$ cat config.mk
export PLATFORM = sky130hd
export DESIGN_NAME = mon_frame_ctrl
export DESIGN_NICKNAME = d
export VERILOG_FILES = /design/src/rtl/mon_frame_ctrl.sv
export SDC_FILE = /design/constraint.sdc
export NUM_CORES = 1
export LEC_CHECK = 0
export ABC_CLOCK_PERIOD_IN_PS = 3400
export BUFFER_PORTS_ARGS = -buffer_cell sky130_fd_sc_hd__buf_2
export CORE_UTILIZATION = 50
export DETAILED_ROUTE_END_ITERATION = 10
export GPL_TIMING_DRIVEN = 0
export PLACE_DENSITY = 0.91
export SYNTH_ARGS = -nofsm -noshare
export SYNTH_HDL_FRONTEND = slang
export SYNTH_SLANG_ARGS = --single-unit
$ cat constraint.sdc
create_clock -name clk -period 3.4 [get_ports clk]
set_input_delay 0.51 -clock clk [delete_from_list [all_inputs] [get_ports clk]]
set_output_delay 0.51 -clock clk [all_outputs]
set_load 0.1 [all_outputs]
$ cat src/rtl/mon_frame_ctrl.sv
`default_nettype none
// ============================================================================
// Module      : mon_frame_ctrl
// Description : Monitoring-frame controller for the end-of-column monitoring
//               path. Loads register read-back words into per-lane FIFOs,
//               tracks full-lane drops with sticky flags and a saturating
//               counter, and on each frame request tops up empty lanes with
//               default data, reads one word per lane and strobes the frame
//               writer after a fixed delay.
// Revision    : 1.0 - initial release
// ============================================================================
module mon_frame_ctrl #(
    parameter int N_LANES   = 8,
    parameter int WR_DLY    = 2,
    parameter int ERR_CNT_W = 8
) (
    input  logic                 clk,
    input  logic                 Reset_b,
    input  logic [N_LANES-1:0]   LaneEn,
    input  logic [N_LANES-1:0]   FifoEmpty,
    input  logic [N_LANES-1:0]   FifoFull,
    input  logic                 NewRegData,
    input  logic                 SendFrame,
    input  logic                 ErrClear,
    output logic [N_LANES-1:0]   LoadData,
    output logic [N_LANES-1:0]   FifoFullError,
    output logic [N_LANES-1:0]   FifoFullErrSticky,
    output logic [ERR_CNT_W-1:0] ErrCount,
    output logic [N_LANES-1:0]   LoadDefaultData,
    output logic [N_LANES-1:0]   RdFifo,
    output logic                 WrData,
    output logic                 Busy,
    output logic                 FrameOverrun
);

    // Delay counter is wide enough for the largest legal WR_DLY (7)
    localparam int                 CNT_W    = 3;
    localparam logic [CNT_W-1:0]   DLY_INIT = CNT_W'(WR_DLY - 1);
    localparam logic [ERR_CNT_W-1:0] ERR_MAX = '1;

    typedef enum logic [1:0] {
        IDLE  = 2'd0,
        FILL  = 2'd1,
        READ  = 2'd2,
        DELAY = 2'd3
    } state_t;

    state_t             state;
    state_t             next_state;
    logic [CNT_W-1:0]   dly_cnt;
    logic [CNT_W-1:0]   next_cnt;
    logic [N_LANES-1:0] next_load_def;
    logic [N_LANES-1:0] next_rd;
    logic               next_wr;
    logic               next_overrun;

    // Read-back classification for the current cycle; zero when no word arrives
    logic [N_LANES-1:0] load_now;
    logic [N_LANES-1:0] err_now;
    logic               any_err;

    assign load_now = NewRegData ? (LaneEn & ~FifoFull) : '0;
    assign err_now  = NewRegData ? (LaneEn &  FifoFull) : '0;
    assign any_err  = |err_now;

    // Read-back path: route each word to enabled lanes, flag drops on full lanes
    always_ff @(posedge clk or negedge Reset_b) begin
        if (!Reset_b) begin
            LoadData      <= '0;
            FifoFullError <= '0;
        end else begin
            LoadData      <= load_now;
            FifoFullError <= err_now;
        end
    end

    // Sticky flags and saturating error counter; a new error wins over clear
    always_ff @(posedge clk or negedge Reset_b) begin
        if (!Reset_b) begin
            FifoFullErrSticky <= '0;
            ErrCount          <= '0;
        end else if (ErrClear) begin
            FifoFullErrSticky <= err_now;
            ErrCount          <= any_err ? ERR_CNT_W'(1) : '0;
        end else begin
            FifoFullErrSticky <= FifoFullErrSticky | err_now;
            if (any_err && (ErrCount != ERR_MAX)) begin
                ErrCount <= ErrCount + ERR_CNT_W'(1);
            end
        end
    end

    // Frame sequencer: next state, delay count and next registered strobes
    always_comb begin
        next_state    = state;
        next_cnt      = dly_cnt;
        next_load_def = '0;
        next_rd       = '0;
        next_wr       = 1'b0;
        next_overrun  = 1'b0;
        case (state)
            IDLE: begin
                if (SendFrame) begin
                    next_state    = FILL;
                    // Lanes taking a read-back word this edge are not empty
                    next_load_def = LaneEn & FifoEmpty & ~load_now;
                end
            end
            FILL: begin
                next_state = READ;
                next_rd    = LaneEn;
            end
            READ: begin
                next_state = DELAY;
                next_cnt   = DLY_INIT;
                next_wr    = (DLY_INIT == '0);
            end
            DELAY: begin
                if (dly_cnt == '0) begin
                    next_state = IDLE;
                end else begin
                    next_cnt = dly_cnt - CNT_W'(1);
                    next_wr  = (dly_cnt == CNT_W'(1));
                end
            end
            default: begin
                next_state = IDLE;
            end
        endcase
        // Any request while a sequence is running, including the WrData cycle, is dropped
        if ((state != IDLE) && SendFrame) begin
            next_overrun = 1'b1;
        end
    end

    // Sequencer state register and registered frame outputs
    always_ff @(posedge clk or negedge Reset_b) begin
        if (!Reset_b) begin
            state           <= IDLE;
            dly_cnt         <= '0;
            LoadDefaultData <= '0;
            RdFifo          <= '0;
            WrData          <= 1'b0;
            Busy            <= 1'b0;
            FrameOverrun    <= 1'b0;
        end else begin
            state           <= next_state;
            dly_cnt         <= next_cnt;
            LoadDefaultData <= next_load_def;
            RdFifo          <= next_rd;
            WrData          <= next_wr;
            Busy            <= (next_state != IDLE);
            FrameOverrun    <= next_overrun;
        end
    end

endmodule
`default_nettype wire

* Yosys cells after proc, flatten, opt, wreduce, memory -nomap -nowiden
Index checks and enable logic that the tools add are counted.
** Word-level totals
- Output and inout port bits :: 51
- Register bits after elaboration :: 56
- Bits in read-only memories :: 0
- Latch bits :: 0
- Bits in writable memories :: 0
- Word-level logic and storage cells :: 53
- Memories kept :: 0
- Input bits :: 29
** Operators by class
- Divide/modulo/power cells :: 0
- Multiplexer cells :: 17
- Bitwise operators :: 7
- Shift operators :: 0
- $mul :: 0
- $add $sub $neg :: 2
- Order comparisons :: 0
- Eq/ne operators :: 6
- Reductions and logical operators :: 10
** Operators with widths (number)
- $mux W8 :: 8
- $and A8 B8 Y8 :: 4
- $not A8 Y8 :: 2
- $add A8 B1 Y8 const B :: 1
- $ne A8 B8 Y1 const B :: 1
- $or A8 B8 Y8 :: 1
- $pmux W2 S4 :: 1
- $reduce_bool A2 Y1 :: 4
- $reduce_or A8 Y1 :: 1
- $pmux W3 S2 :: 1
- $eq A2 B2 Y1 const B :: 2
- $mux W1 :: 4
- $mux W2 :: 2
- $eq A3 B1 Y1 const B :: 1
- $logic_not A3 Y1 :: 1
- $mux W3 :: 1
- $sub A3 B1 Y3 const B :: 1
- $eq A2 B1 Y1 const B :: 1
- $logic_and A1 B1 Y1 :: 2
- $logic_not A2 Y1 :: 1
- $ne A2 B2 Y1 const B :: 1
- $reduce_and A2 Y1 :: 1

* Depth between registers and ports, before layout
- Depth in word-level cells :: 7
- Gate-level depth with buffers :: 7
- Mapped depth without buffers :: 7

* Worst setup path after synthesis
No wires, ideal clock.
- Kind :: register to register
- Start :: reg ErrCount[4]
- End :: reg ErrCount[7]
- Library setup time :: 0.128 ns
- Setup slack :: 1.318 ns
- Buffers on the path :: 0
- Arrival :: 1.955 ns
- Required time :: 3.272 ns
- Cell stages (with the launch flop) :: 4
- Period minus slack after synthesis :: 2.082 ns
- Path through :: dfrtp_1 > nand4_1 > nor4_1 > mux2_1
** Between the ends
- Cells in the longest elaborated chain, start to end :: 3
- Elaborated cells on any way between the ends :: 6
- Those cells by class :: add/sub (1); eq/ne (1); mux (2); reduce/logical (2)
** Ends and longest elaborated chain
- start, declared :: line 28 : output logic [ERR_CNT_W-1:0] ErrCount,
- start signal, assigned :: line 84 : ErrCount <= any_err ? ERR_CNT_W'(1) : '0;
- start signal, assigned :: line 88 : ErrCount <= ErrCount + ERR_CNT_W'(1);
- $add A8 B1 Y8 / $ne A8 B8 Y1 (equally long branches) :: line 88, 87
- $mux W8 / $logic_and A1 B1 Y1 (equally long branches) :: line 87 : if (any_err && (ErrCount != ERR_MAX)) begin
- $mux W8 / $reduce_bool A2 Y1 (equally long branches)
Several ways; a longest one is shown, not always the timed one. The select of a mux whose other input is x is not followed.
A chain may end at the register's enable or synchronous reset.

* Worst setup path after layout
- Start :: reg ErrCount[3]
- End :: out ErrCount[3]
No word-level cell between the ends.

==> impl_metrics.toml <==
[outcome]
status = "completed"

[logic_synthesis]
ys_types = 31
syn_area_per_cell_sq_um = 11.2
syn_nets = 230
synth-main-ff-cell = "dfrtp_1"
syn-cell-area_sq_um = 2200
synth-seq-cells = 56
synthArstFlopShare = 1.00
netlist_instances = 197
synth_edf_count = 0
seq_area_frac_synth = 0.637
yosys_warnings = 0

[setup_path]
cp-end-kind = "primary output"
slowest_stage = "buf_2"
critPathBufInv = 1
startpoint_type = "register"
crit_chain = "buf_2"
crit_path_max_fanout = 7
arrival_ps = 1210
slowest_delay_ps = 460
critical_path_required_ps = 2890
crit_type = "register to primary output"
cp_top_family = "buffers and inverters"

[clock_network]
post_cts_buffers = 0
ctsResizeCount = 0
cts-buffers-inserted = 5
tritoncts = "built"
root_buffer = "clkbuf_8"
hold_buffers = 0
cts.path.max_buffers = 2
clk_pin_slew_ps = 100
clock_latency_ps = 310
cts_max_level = 2
cts.sinks = 56

[drt]
drc = 0
wl_per_cell_um = 14.2
drt-total-wl_mm = 4.76
vias = 1720
first_iter_violations = 53
ant_nets = 0
first_pass_iters = 4
viasPerCell = 5.15

[final_layout]
layout-drive-gt1-share = 0.324
n_antenna_cell = 0
final_cell_area_sq_um = 2750
layout_common_cells = "buf_2, dfrtp_1, nand2_1, nor2_1, nor3_1"
synthToLayoutAreaGrowth_pct = 24.8
fillers = 334
finish.net_count = 316
final_common_cell = "buf_2"

[global_routing]
grt_max_degree = 57
antenna_found_initial = 0
grt_pass1_vias = 1555
grt_usage = 0.212
gr-total-overflow = 0
grt_pass1_wl_mm = 7.05

[floorplan]
die_x_um = 68.3
dieArea_sq_um = 4670
die_h_um = 68.3
rows = 23
start_util = 0.535
pin_count = 80
core_area_sq_um = 4120

[timing]
setup_ws_ps = 1680
setup_violations = 0
final_hold_viol_count = 0
grt_setup_unrepaired = "false"
slew_headroom = 0.204
fin_crit_ps = 1720
drv_slew = 0
whs_ps = 372
setup_tns_ps = 0
skew_ps = 12.9
fin_crit_sh = 0.505
max_freq_ghz = 0.583
tightest_slew_ps = 1190

[power]
ir_worst_vdd_mv = 0.446
powerDensity_nw_per_um2 = 636
p_leak_nw = 1.56

[run]
maxCapViolCount = 0

[placed_design]
io_buffers = 79
dpl-instance-area_sq_um = 2660
preCtsSetupSlack_ps = 1570
dp_hpwl_mm = 3.55
gp_congestion = 0.759

[hold_path]
hp-class = "input pin to register"
-- kinds of logic after synthesis --
family / Yosys count / synth area share
AO/OA/AOI/OAI: 22 / 0.0733
adder cells (fa/ha/maj): 4 / 0.0227
buffers and inverters: 9 / 0.0159
flip-flops: 56 / 0.637
multiplexers: 6 / 0.0301
AND/OR/NAND/NOR: 100 / 0.221
-- cell usage after synthesis, drive strengths merged (3+ instances only) --
master	n	area (sq um)
nand2	28	105
ha	4	50.1
nor3	12	60.1
dfrtp	56	1400
nor2	25	101
nand3	4	20.0
nor2b	7	43.8
and3	8	51.3
and2	9	57.6
clkbuf	3	11.3
o21ai	5	36.3
a21o	8	60.1
a22oi	4	30.0
mux2	5	56.3
inv	4	15.0
-- through the flow --
stage | power, W | instances | util
after CTS | 0.00176 | 334 | 0.668
after global placement | 0.00139 | 326 | 0.646
after detailed placement | 0.00141 | 326 | 0.646
after floorplan | 0.00127 | 197 | -
final | 0.00175 | 334 | 0.668
after global routing | 0.00183 | 334 | 0.668
-- power by group --
part | internal, W | total [W] | switching (W)
clock network | 0.000147 | 0.000352 | 0.000205
logic | 0.000124 | 0.000631 | 0.000507
registers | 0.000734 | 0.000765 | 0.0000314
-- metal layers --
metal / routed length [um] / track usage / vias up
li1: - / - / 834
met1: 2020 / 0.266 / 826
met2: 2460 / 0.353 / 52
met3: 184 / 0.0467 / 8
met4: 94 / 0.0833 / 0
met5: 0 / 0 / -
-- worst paths after layout --
kind	from	to	slack [ps]	cells after the start
hold reg to reg	FifoFullErrSticky[6]$_DFF_PN0_	FifoFullErrSticky[6]$_DFF_PN0_	480	1
setup / recovery	ErrCount[3]$_DFFE_PN0P_	ErrCount[3]	1680	1
setup reg to reg	ErrCount[0]$_DFFE_PN0P_	ErrCount[5]$_DFFE_PN0P_	1740	5
min in group asynchronous	Reset_b	ErrCount[2]$_DFFE_PN0P_	440	1
max in group asynchronous	Reset_b	LoadDefaultData[1]$_DFF_PN0_	2220	1
hold / removal	FifoFull[6]	LoadData[6]$_DFF_PN0_	370	2
-- registers in the layout, indices dropped and copies added (netlist names) --
name / cells
RdFifo: 8
state: 2
LoadDefaultData: 8
FifoFullError: 8
FifoFullErrSticky: 8
LoadData: 8
Busy: 1
ErrCount: 8
dly_cnt: 3
FrameOverrun: 1
WrData: 1
-- final cells by class --
cell class | instances | area, sq um | area share
Inverter | 5 | 18.8 | 0.00683
Buffer | 4 | 16.3 | 0.00592
Tap cell | 50 | 62.6 | 0.0228
Clock inverter | 2 | 16.3 | 0.00592
Clock buffer | 6 | 72.6 | 0.0264
Sequential cell | 56 | 1400 | 0.510
Timing Repair Buffer | 79 | 395 | 0.144
Multi-Input combinational cell | 132 | 764 | 0.278
No activity file was read; power rests on OpenSTA's default activity.
